[config.mk]
export PLATFORM = sky130hd
export DESIGN_NAME = uart_rx_baud
export DESIGN_NICKNAME = d
export VERILOG_FILES = /design/src/rtl/uart_rx_baud.sv
export SDC_FILE = /design/constraint.sdc
export NUM_CORES = 1
export LEC_CHECK = 0
export CAP_MARGIN = 10
export CORE_MARGIN = 4
export CORE_UTILIZATION = 25
export DETAILED_ROUTE_END_ITERATION = 6
export GPL_ROUTABILITY_DRIVEN = 0
export PLACE_DENSITY = 0.39
export REMOVE_ABC_BUFFERS = 1
export SLEW_MARGIN = 0
export SYNTH_ARGS = -nofsm -noshare
export SYNTH_HDL_FRONTEND = slang
export SYNTH_SLANG_ARGS = --single-unit
[constraint.sdc]
create_clock -name clk -period 5.3 [get_ports clk]
set_input_delay 0.53 -clock clk [delete_from_list [all_inputs] [get_ports clk]]
set_output_delay 0.53 -clock clk [all_outputs]
set_load 0.01 [all_outputs]
[src/rtl/uart_rx_baud.sv]
// uart_rx_baud: 8N1 UART receiver with built-in oversampling baud tick.
// Feeds received bytes to the MIPS debug-unit loader; tick is exported.
//
// Ports:
//   clk        system clock, rising edge
//   reset      async active-low reset
//   rx         serial input, idle high
//   tick       one-cycle oversampling strobe (every COUNT clocks)
//   data_out   last good byte, held until the next good frame
//   valid      one-cycle pulse when data_out is updated
//   state_leds one-hot FSM state {STOP, DATA, START, IDLE}
//   started    high while a frame is in progress
module uart_rx_baud #(
  parameter int N           = 8,
  parameter int COUNT_TICKS = 16,
  parameter int COUNT       = 326
) (
  input  logic         clk,
  input  logic         reset,
  input  logic         rx,
  output logic         tick,
  output logic [N-1:0] data_out,
  output logic         valid,
  output logic [3:0]   state_leds,
  output logic         started
);

  localparam int CW = (COUNT > 1) ? $clog2(COUNT) : 1;
  localparam int NW = (N > 1) ? $clog2(N) : 1;

  localparam logic [CW-1:0] C_LAST = CW'(COUNT - 1);
  localparam logic [3:0]    S_MID  = 4'(COUNT_TICKS / 2 - 1);
  localparam logic [3:0]    S_END  = 4'(COUNT_TICKS - 1);
  localparam logic [NW-1:0] N_LAST = NW'(N - 1);

  // One-hot encoding doubles as the LED pattern.
  typedef enum logic [3:0] {
    IDLE  = 4'b0001,
    START = 4'b0010,
    DATA  = 4'b0100,
    STOP  = 4'b1000
  } state_t;

  logic [CW-1:0] cnt;

  state_t        state, state_nx;
  logic [3:0]    s, s_nx;
  logic [NW-1:0] n, n_nx;
  logic [N-1:0]  b, b_nx;
  logic          valid_nx;
  logic          started_q;

  // Baud generator: free-running, independent of the FSM.
  always_ff @(posedge clk or negedge reset) begin
    if (!reset) begin
      cnt <= '0;
    end else if (cnt == C_LAST) begin
      cnt <= '0;
    end else begin
      cnt <= cnt + CW'(1);
    end
  end

  assign tick = (cnt == C_LAST);

  always_ff @(posedge clk or negedge reset) begin
    if (!reset) begin
      state     <= IDLE;
      s         <= '0;
      n         <= '0;
      b         <= '0;
      data_out  <= '0;
      valid     <= 1'b0;
      started_q <= 1'b0;
    end else begin
      state     <= state_nx;
      s         <= s_nx;
      n         <= n_nx;
      b         <= b_nx;
      valid     <= valid_nx;
      started_q <= (state_nx != IDLE);
      if (valid_nx) begin
        data_out <= b;
      end
    end
  end

  always_comb begin
    state_nx = state;
    s_nx     = s;
    n_nx     = n;
    b_nx     = b;
    valid_nx = 1'b0;
    unique case (state)
      IDLE: begin
        // Start edge is seen on any clock, not just ticks.
        if (!rx) begin
          state_nx = START;
          s_nx     = '0;
        end
      end
      START: begin
        if (tick) begin
          if (s == S_MID) begin
            // Mid start bit: still low means a real frame.
            if (!rx) begin
              s_nx     = '0;
              n_nx     = '0;
              state_nx = DATA;
            end else begin
              state_nx = IDLE;
            end
          end else begin
            s_nx = s + 4'd1;
          end
        end
      end
      DATA: begin
        if (tick) begin
          if (s == S_END) begin
            s_nx = '0;
            b_nx = {rx, b[N-1:1]};
            if (n == N_LAST) begin
              state_nx = STOP;
            end else begin
              n_nx = n + NW'(1);
            end
          end else begin
            s_nx = s + 4'd1;
          end
        end
      end
      STOP: begin
        if (tick) begin
          if (s == S_END) begin
            // Low stop bit is a framing error: drop the byte.
            s_nx     = '0;
            valid_nx = rx;
            state_nx = IDLE;
          end else begin
            s_nx = s + 4'd1;
          end
        end
      end
      default: begin
        state_nx = IDLE;
      end
    endcase
  end

  assign state_leds = state;
  assign started    = started_q;

endmodule

# Word level (Yosys, flattened, before mapping)
# Index checks and enable logic that the tools add are counted.
# op_classes
addsub	3
eq_ne	16
n_mux	27
n_reduce_logical	6
# op_table
op	n
2-to-1 mux 4 bit	13
2-to-1 mux 3 bit	7
case mux 4 bit (4 select lines)	1
!= test 2 bit, second input constant	6
case mux 4 bit (3 select lines)	1
adder 9 x 1 -> 9 bit, second input constant	1
== test 9 bit, second input constant	1
2-to-1 mux 9 bit	1
== test 4 x 3 -> 1 bit, second input constant	2
== test 4 bit, second input constant	2
AND reduction 7 bit	1
case mux 3 bit (2 select lines)	1
AND reduction 3 bit	2
adder 4 x 1 -> 4 bit, second input constant	1
== test 4 x 1 -> 1 bit, second input constant	1
== test 4 x 2 -> 1 bit, second input constant	1
!= test 4 x 1 -> 1 bit, second input constant	1
adder 3 x 1 -> 3 bit, second input constant	1
== test 3 bit, second input constant	1
2-to-1 mux 1 bit	3
nonzero test 3 bit	1
!= test 2 x 1 -> 1 bit, second input constant	1
nonzero test 2 bit	1
OR reduction 2 bit	1
# word_totals
register_bits	38
input_bits	3
out_inout_bits	15
elab_cells	60

# Depth between registers and ports, before layout
# Gate-level depths: netlist of the first run.
# logic_depth
depth_word	6
ltp_mapped	9
depth_no_buf	8

# Least setup slack after synthesis of the first run
# Ideal clock, no wire load.
# synth_timing
path_kind	flip-flop to flip-flop
from	reg cnt[1]
to	reg data_out[0]
setup_ns	0.125
arrival_time_ns	1.724
required_ns	5.175
setup_slack_ns	3.452
stages_incl_launch_ff	8
path_cell_list	dfrtp_1 inv_1 ha_1 nand2_1 nor4_4 and3_1 buf_6 mux2_2
# synth_via
elab_chain_len	3
# synth_rtl
item	line_no	text
from (decl)	44	logic [CW-1:0] cnt;
from (signal assigned)	60	cnt <= cnt + CW'(1);
== test 9 bit	64	assign tick = (cnt == C_LAST);
2-to-1 mux 1 bit	134	if (tick) begin
2-to-1 mux 1 bit	94	unique case (state)
to (signal assigned)	72	data_out <= '0;
to (signal assigned)	83	data_out <= b;
to (decl)	22	output logic [N-1:0] data_out,
# No other way between the ends.
# A chain may end at the register's enable or synchronous reset.

# Final worst setup path of the first run
# layout_timing
from	reg cnt[1]
to	out tick
# layout_via
elab_chain_len	1
# layout_rtl
item	line_no	text
== test 9 bit	64	
to (decl)	21	output logic tick,
# No other way between the ends.

==> qor.csv, run 1 <==
stage;metric;value;unit
final_layout;antenna_cells;0;
timing;worstMarginPinSlew;0.863;ns
synth;synth_edf_count;0;
synth;ys_top_cells_by_area;dfrtp_1 51%, mux2_2 8.0%, ha_1 3.4%, o21ai_0 3.3%, nor2_1 3.1%;
clock_network;numCtsBuffers;5;
floorplanning;die_h;93.3;um
drt;wl_met2;1820;um
power_and_ir_drop;cellPowerDensity;297;nW/um^2
drt;vias;1273;
timing;layout_min_cycle_time;2.75;ns
job;maxCapViolCount;0;
drt;ant_nets;0;
global_route;grt_use_total;0.0933;
setup_path;crit_start;cnt[1];
drt;drc;0;
power_and_ir_drop;leakagePower;0.000944;uW
timing;slew_viol_final;0;
timing;relSlewSlack;0.425;
clock_network;clock_sinks;38;
hold_path;hp-class;primary input to asynchronous set/reset pin;
timing;fin_crit_sh;0.519;
setup_path;path_delay_family;buffers and inverters;
setup_path;worst_setup_path_end_kind;primary output;
synth;yosys.area.top_type;dfrtp_1;
global_route;grt_pass1_vias;1308;
clock_network;cts_hold_buf;0;
floorplanning;die_area;8710;um^2
clock_network;cts-htree-levels;2;
floorplanning;die_x;93.3;um
floorplanning;pin_count;18;
timing;clock.fmax;0.364;GHz
final_layout;area_growth;19.2;%
setup_path;crit_type;flop to primary output;
final_layout;seqCellArea;952;um^2
timing;setup_violations;0;
final_layout;final_cell_mix;37 x dfrtp_1, 16 x clkdlybuf4s50_1, 15 x nor2_1, 13 x mux2_2, 12 x o21ai_0;
synth;yosys_warnings;0;
setup_path;crit_path_start_kind;flop;
drt;routedLengthMet1;1790;um
final_layout;nFillCells;706;
global_route;grt_pass1_wl;6370;um
placement;dp_hpwl;2780;um
timing;fin_tns_setup;0;ns
setup_path;r2r_slack;3.04;ns
global_route;antenna_found_initial;0;
timing;skew;0.00861;ns
synth;mappedNetlistArea;1820;um^2
global_route;grt_max_degree;39;
placement;dp.cells;270;
final_layout;drive_gt1_frac;0.159;
drt;wl_met3;171;um
drt;routed.top_layer;met4;
setup_path;crit_required;4.77;ns
clock_network;clkTransAtPathRegs;0.08;ns
clock_network;clockRootBuffer;clkbuf_8;
floorplanning;core;6940;um^2
final_layout;final_nets;189;
clock_network;clock_latency;0.28;ns
drt;totalWireLength;3830;um
status;status;complete, no violations;
synth;yosysUniqueCellTypes;42;
clock_network;post_cts_buffers;0;
timing;hold_viol_final;0;
drt;first_pass_iters;4;
clock_network;clk_path_buf_depth;2;
floorplanning;fp-row-count;30;
synth;synthCells;162;
synth;yosysSeqAreaShare;0.523;
setup_path;worstPathArrival;2.22;ns
drt;wl_per_cell;13.8;um
synth;synth_ff_type;dfrtp_1;
floorplanning;initial_utilization;0.262;
final_layout;post_layout_nonfiller_instances;278;
setup_path;worstReg2RegStart;s[0];
synth;synth_top_area_share;0.509;
clock_network;cts_tree;built;
final_layout;multi_input_area;815;um^2
placement;io_buffers;17;
power_and_ir_drop;peakVddDrop;0.000108;V
synth;avgSynthCellArea;11.2;um^2
setup_path;cp_slowest_stage_delay;0.56;ns
final_layout;mostFrequentLayoutCell;dfrtp_1;
clock_network;ctsResizeCount;0;
setup_path;critPathMaxFanout;8;
setup_path;cp_cell_sequence;inv_1 -> ha_1 -> nand2_1 -> or3_1 -> inv_2 -> clkdlybuf4s50_1;
timing;hold_slack;0.349;ns
setup_path;crit_slowest_cell;clkdlybuf4s50_1;
synth;synth_seq_cells;38;
setup_path;critPathBufInv;3;
drt;drt_iter0_markers;50;
synth;async_reset_ff_frac;1.00;
timing;rsz0062_at_grt;no;
drt;avgViaCountPerCell;4.58;
global_route;overflow;0;
## worst paths after layout
| path | depth (start not counted) | end |
|---|---|---|
| max | 6 | tick |
| min | 1 | s[3] |
| max reg2reg | 5 | data_out[1] |
| min reg2reg | 1 | data_out[5] |
| max in group asynchronous | 1 | cnt[2] |
| min in group clk | 1 | data_out[5] |
## power breakdown
part / internal (uW) / switching [uW]
clock: 105 / 103
sequential: 307 / 26.5
combinational: 49.6 / 54.4
total: 461 / 184
## area by class of cell
class,instances,share of cell area
Multi-Input combinational cell,113,0.375
Clock inverter,2,0.00577
Sequential cell,38,0.439
Inverter,6,0.0104
Timing Repair Buffer,17,0.0761
Tap cell,96,0.0554
Clock buffer,6,0.0381
## Yosys cell counts, types with 2 or more instances
cell type and number:
xnor2_1 4, dfrtp_1 37, xor2_1 5, mux2_2 13, nand2_1 9, nand2b_1 3, and3_1 4, nor4_1 2
ha_1 5, nand3_1 10, or3_1 2, mux2i_1 2, nor2_1 15, o21ai_0 12, buf_2 4, a21oi_1 3
inv_1 5, mux2_1 2, nor4b_1 2
## registers in the layout (all words and copies together) (netlist names)
signal and cells:
cnt 9, b 8, data_out 8, s 4
state_leds 4, n 3, started 1, valid 1
## stage by stage
| step | worst slack [ns] | power (uW) | utilization | cell area (um^2) |
|---|---|---|---|---|
| after floorplan | 3.38 | 396 | - | 1790 |
| after global placement | 2.87 | 446 | 0.299 | 2070 |
| after detailed placement | 2.84 | 445 | 0.299 | 2070 |
| after CTS | 2.52 | 655 | 0.312 | 2170 |
| after global routing | 2.43 | 679 | 0.312 | 2170 |
| final | 2.55 | 645 | 0.312 | 2170 |
## logic make-up after synthesis
family | Yosys count | synth area share
flip-flops | 38 | 0.523
multiplexers | 17 | 0.104
adder cells (fa/ha/maj) | 5 | 0.0344
AO/OA/AOI/OAI | 26 | 0.0949
XOR/XNOR | 9 | 0.0433
AND/OR/NAND/NOR | 56 | 0.171
buffers and inverters | 11 | 0.0296
## metal layers
layer / GRT usage / vias to the layer above
met5: 0 / -
li1: - / 614
met3: 0.0282 / 4
met2: 0.144 / 20
met4: 0.0391 / 0
met1: 0.121 / 635
## worst reg2reg max path: cells and delay by family (launching register included)
kind | cells | cell delay [ns]
AND/OR/NAND/NOR | 3 | 1.10
flip-flops | 1 | 0.41
multiplexers | 1 | 0.38
adder cells (fa/ha/maj) | 1 | 0.25
Power figures use the tool's default switching activity.
==> inputs of run 2 (changes only) <==
PLACE_DENSITY = 0.41   (was 0.39)
clock period = 2.49 ns   (was 5.3 ns; I/O delays follow)
==> run 2 against run 1 <==
- core utilization increased by 0.22 points
- global-route usage is 0.14 points lower
- clock skew hardly changed
- sequential power is 110% higher
==> qor.csv, run 2 (synthesis gave the netlist of run 1 again) <==
stage;metric;value;unit;change
clock_network;clockRootBuffer;clkbuf_8;;
drt;totalWireLength;3630;um;-5.2%
final_layout;area_growth;20.0;%;
setup_path;r2r_slack;0.50;ns;-2.54 ns
setup_path;crit_type;flop to primary output;;
drt;vias;1257;;-1.3%
global_route;grt_max_degree;39;;unchanged
timing;clock.fmax;0.425;GHz;
floorplanning;fp-row-count;30;;unchanged
floorplanning;pin_count;18;;unchanged
timing;setup_violations;0;;unchanged
drt;drt_iter0_markers;51;;+2.0%
global_route;antenna_found_initial;0;;unchanged
clock_network;cts_hold_buf;0;;unchanged
global_route;grt_pass1_wl;6340;um;-0.42%
setup_path;worstReg2RegStart;state_leds[3];;
setup_path;crit_path_start_kind;flop;;
clock_network;cts_tree;built;;
drt;wl_per_cell;13.0;um;-5.5%
final_layout;mostFrequentLayoutCell;dfrtp_1;;
final_layout;final_cell_mix;37 x dfrtp_1, 16 x clkdlybuf4s50_1, 15 x nor2_1, 13 x mux2_2, 12 x o21ai_0;;
floorplanning;initial_utilization;0.262;;unchanged
power_and_ir_drop;peakVddDrop;0.000187;V;+73%
global_route;overflow;0;;unchanged
timing;fin_crit_sh;0.945;;
timing;layout_min_cycle_time;2.35;ns;
final_layout;largest_reg_flops;9;;unchanged
power_and_ir_drop;leakagePower;0.000950;uW;+0.70%
final_layout;reg_top3;cnt x9, b x8, data_out x8;;
setup_path;worst_setup_path_end_kind;primary output;;
global_route;grt_pass1_vias;1325;;+1.3%
global_route;grt_use_total;0.0919;;-0.00142
setup_path;crit_path_end;tick;;
timing;worstMarginPinSlew;0.835;ns;-0.0276 ns
floorplanning;core;6940;um^2;unchanged
placement;dp.cells;271;;+0.37%
final_layout;drive_gt1_frac;0.169;;+0.0101
final_layout;post_layout_nonfiller_instances;279;;+0.36%
clock_network;ctsResizeCount;1;;+1
timing;skew;0.00817;ns;-0.000445 ns
clock_network;clk_path_buf_depth;2;;unchanged
floorplanning;die_h;93.3;um;unchanged
clock_network;numCtsBuffers;5;;unchanged
floorplanning;die_x;93.3;um;unchanged
clock_network;clkTransAtPathRegs;0.07;ns;about the same
setup_path;r2r-end;data_out[4];;
timing;hold_viol_final;0;;unchanged
hold_path;hp-class;primary input to asynchronous set/reset pin;;
drt;avgViaCountPerCell;4.51;;-1.6%
status;status;complete, no violations;;
drt;drc;0;;unchanged
clock_network;clock_sinks;38;;unchanged
final_layout;antenna_cells;0;;unchanged
final_layout;nFillCells;702;;-0.57%
final_layout;top_register;cnt;;
clock_network;post_cts_buffers;0;;unchanged
final_layout;final_nets;190;;+0.53%
drt;ant_nets;0;;unchanged
timing;slew_viol_final;0;;unchanged
floorplanning;die_area;8710;um^2;unchanged
placement;dp_hpwl;2650;um;-4.7%
drt;first_pass_iters;4;;unchanged
setup_path;worstPathArrival;2.10;ns;-0.12 ns
clock_network;cts-htree-levels;2;;unchanged
placement;io_buffers;17;;unchanged
power_and_ir_drop;cellPowerDensity;629;nW/um^2;+110%
setup_path;crit_start;cnt[1];;
job;maxCapViolCount;0;;unchanged
setup_path;crit_required;2.24;ns;-2.53 ns
timing;relSlewSlack;0.443;;+0.0184
setup_path;worstRegToRegCells;3;;-2
setup_path;critPathMaxFanout;8;;unchanged
timing;fin_tns_setup;0;ns;unchanged
timing;rsz0062_at_grt;no;;
clock_network;clock_latency;0.29;ns;about the same
==> run 2: worst min path at each step <==
| stage | depth (start not counted) | end | startpoint | slack (ns) |
|---|---|---|---|---|
| 2_1_floorplan | 0 | b[0] | reset | -0.05 |
| 3_3_place_gp | 1 | s[3] | reset | 0.39 |
| 3_5_place_dp | 1 | s[3] | reset | 0.41 |
| 4_1_cts | 1 | b[1] | reset | 0.09 |
| 5_1_grt | 1 | s[3] | reset | 0.14 |
| 6_report | 1 | s[3] | reset | 0.06 |
==> run 2: report_power, final <==
part | switching [uW] | internal, uW | leakage [uW] | total (uW)
clock network | 214 | 222 | 0.0000472 | 436
logic | 119 | 106 | 0.000414 | 225
registers | 59.0 | 654 | 0.000489 | 713
==> run 2: per-stage QoR <==
step                      setup slack (ns)  power [uW]  cell area, um^2   util  hold WS [ns]
after floorplan                      0.570         843             1790      -       -0.0466
after global placement               0.350         950             2080  0.300         0.393
after detailed placement             0.302         952             2080  0.300         0.409
after CTS                           0.0144        1400             2180  0.314        0.0895
after global routing                0.0315        1450             2180  0.315         0.143
final                                0.137        1370             2180  0.315        0.0588
==> run 2: final cells by class <==
type,instances,area [um^2],area share
Clock buffer,6,82.6,0.0378
Clock inverter,2,12.5,0.00573
Sequential cell,38,952,0.436
Multi-Input combinational cell,113,820,0.375
Timing Repair Buffer,18,173,0.0790
Tap cell,96,120,0.0550
Inverter,6,25.0,0.0115
==> run 2: critical path: stages, from the launching register on <==
cell and delay [ns]:
dfrtp_1 0.39, inv_1 0.06, ha_1 0.14, nand2_1 0.10, or3_4 0.45, inv_4 0.12
clkdlybuf4s50_1 0.54
==> run 2: routing by layer <==
| metal | part of all wire | track usage | vias up | routed length, um |
|---|---|---|---|---|
| met5 | 0 | 0 | - | 0 |
| met4 | 0.032 | 0.0586 | 0 | 115 |
| li1 | - | - | 613 | - |
| met2 | 0.46 | 0.145 | 28 | 1680 |
| met3 | 0.033 | 0.0201 | 10 | 120 |
| met1 | 0.47 | 0.113 | 606 | 1710 |
==> inputs of run 3 (changes only) <==
CAP_MARGIN = not set   (was 10)
PLACE_DENSITY = 0.39   (was 0.41)
TNS_END_PERCENT = 30   (was not set)
clock period = 2.8 ns   (was 2.49 ns; I/O delays follow)
==> run 3 against run 2 <==
- clock skew grew 0.0018 ns
- via count grew 3.5%
- global-route usage grew 0.52 points
- combinational power shrank 12%
- non-clock buffer count is the same
- sequential share of layout area shrank 0.78 points
- setup slack gained 0.17 ns
- clock power grew 33%
==> qor.csv, run 3 (synthesis gave the netlist of run 1 again) <==
stage;metric;value;unit;change
final_layout;mostFrequentLayoutCell;dfrtp_1;;
clock_network;numCtsBuffers;5;;unchanged
clock_network;cts_hold_buf;0;;unchanged
timing;skew;0.0100;ns;+0.00184 ns
setup_path;crit_path_start_kind;flop;;
setup_path;r2r_slack;0.76;ns;+0.26 ns
floorplanning;die_x;93.3;um;unchanged
global_route;grt_pass1_vias;1317;;-0.60%
job;maxCapViolCount;0;;unchanged
final_layout;top_register;cnt;;
setup_path;crit_required;2.52;ns;+0.28 ns
hold_path;hp-class;primary input to asynchronous set/reset pin;;
placement;io_buffers;17;;unchanged
timing;fin_crit_sh;0.889;;
status;status;complete, no violations;;
clock_network;clock_sinks;38;;unchanged
clock_network;ctsResizeCount;0;;-1
power_and_ir_drop;peakVddDrop;0.000187;V;about the same
timing;fin_ws;0.311;ns;+0.174 ns
final_layout;reg_top3;cnt x9, b x8, data_out x8;;
power_and_ir_drop;leakagePower;0.000974;uW;+2.4%
clock_network;cts_tree;built;;
placement;pre_cts_ws;0.597;ns;+0.295 ns
clock_network;clockRootBuffer;clkbuf_8;;
drt;drt_iter0_markers;30;;-41%
drt;totalWireLength;3850;um;+6.0%
clock_network;post_cts_buffers;0;;unchanged
timing;worstMarginPinSlew;0.868;ns;+0.0332 ns
final_layout;antenna_cells;0;;unchanged
drt;ant_nets;0;;unchanged
floorplanning;die_h;93.3;um;unchanged
clock_network;cts-htree-levels;2;;unchanged
timing;rsz0062_at_grt;no;;
drt;drc;0;;unchanged
final_layout;final_cell_mix;37 x dfrtp_1, 16 x clkdlybuf4s50_1, 15 x nor2_1, 13 x mux2_2, 12 x o21ai_0;;
setup_path;worstRegToRegCells;5;;+2
timing;hold_viol_final;0;;unchanged
floorplanning;core;6940;um^2;unchanged
final_layout;post_layout_nonfiller_instances;279;;unchanged
setup_path;worstReg2RegStart;state_leds[3];;
drt;first_pass_iters;4;;unchanged
setup_path;crit_type;flop to primary output;;
drt;wl_per_cell;13.8;um;+6.0%
clock_network;clkTransAtPathRegs;0.08;ns;about the same
global_route;grt_max_degree;39;;unchanged
timing;clock.fmax;0.402;GHz;
final_layout;area_growth;22.2;%;
drt;vias;1301;;+3.5%
timing;setup_violations;0;;unchanged
drt;avgViaCountPerCell;4.66;;+3.5%
global_route;grt_use_total;0.0971;;+0.00520
floorplanning;die_area;8710;um^2;unchanged
final_layout;drive_gt1_frac;0.164;;-0.00546
final_layout;largest_reg_flops;9;;unchanged
clock_network;clock_latency;0.29;ns;about the same
setup_path;worst_setup_path_end_kind;primary output;;
timing;relSlewSlack;0.421;;-0.0222
final_layout;final_nets;190;;unchanged
timing;fin_tns_setup;0;ns;unchanged
floorplanning;pin_count;18;;unchanged
placement;dp_hpwl;2750;um;+3.9%
global_route;grt_pass1_wl;6620;um;+4.5%
placement;dp.cells;271;;unchanged
setup_path;worstPathArrival;2.21;ns;+0.11 ns
floorplanning;initial_utilization;0.262;;unchanged
timing;slew_viol_final;0;;unchanged
global_route;antenna_found_initial;0;;unchanged
clock_network;clk_path_buf_depth;2;;unchanged
setup_path;critPathMaxFanout;8;;unchanged
floorplanning;fp-row-count;30;;unchanged
timing;layout_min_cycle_time;2.49;ns;
setup_path;r2r-end;n[2];;
setup_path;crit_start;cnt[1];;
power_and_ir_drop;cellPowerDensity;634;nW/um^2;+0.77%
global_route;overflow;0;;unchanged
setup_path;crit_path_end;tick;;
[run 3: area by class of cell]
cell class,instances,area [um^2]
Fill cell,705,4720
Clock inverter,2,60.1
Tap cell,96,120
Sequential cell,38,952
Multi-Input combinational cell,113,815
Clock buffer,6,82.6
Timing Repair Buffer,18,173
Inverter,6,22.5
[run 3: power breakdown]
group	switching, uW	total (uW)	internal [uW]
sequential	51.2	633	582
combinational	105	199	94.0
clock	198	578	380
[run 3: worst min path at each step]
stage / end / cells after the start / startpoint
after detailed placement: s[3] / 1 / reset
after floorplan: b[0] / 0 / reset
after global routing: s[3] / 1 / reset
after CTS: s[3] / 1 / reset
final: s[3] / 1 / reset
after global placement: state_leds[1] / 1 / reset
[run 3: worst max-delay path, stage by stage, from the launching register on]
cell	delay, ns
dfrtp_1	0.40
inv_1	0.06
ha_1	0.14
nand2_1	0.09
or3_1	0.49
inv_2	0.18
clkdlybuf4s50_1	0.56
[run 3: stage by stage]
| step | hold WS, ns | power [uW] | area (um^2) | utilization |
|---|---|---|---|---|
| after CTS | 0.141 | 1430 | 2220 | 0.320 |
| after floorplan | -0.0156 | 750 | 1790 | - |
| final | 0.0923 | 1410 | 2220 | 0.320 |
| after global routing | 0.182 | 1480 | 2220 | 0.320 |
| after detailed placement | 0.464 | 844 | 2080 | 0.300 |
| after global placement | 0.439 | 846 | 2080 | 0.300 |
[run 3: layer usage]
metal | track usage | vias to the layer above | share of wire
met1 | 0.121 | 652 | 0.46
met2 | 0.153 | 31 | 0.48
met4 | 0.0330 | 0 | 0.010
met5 | 0 | - | 0
li1 | - | 613 | -
met3 | 0.0378 | 5 | 0.056
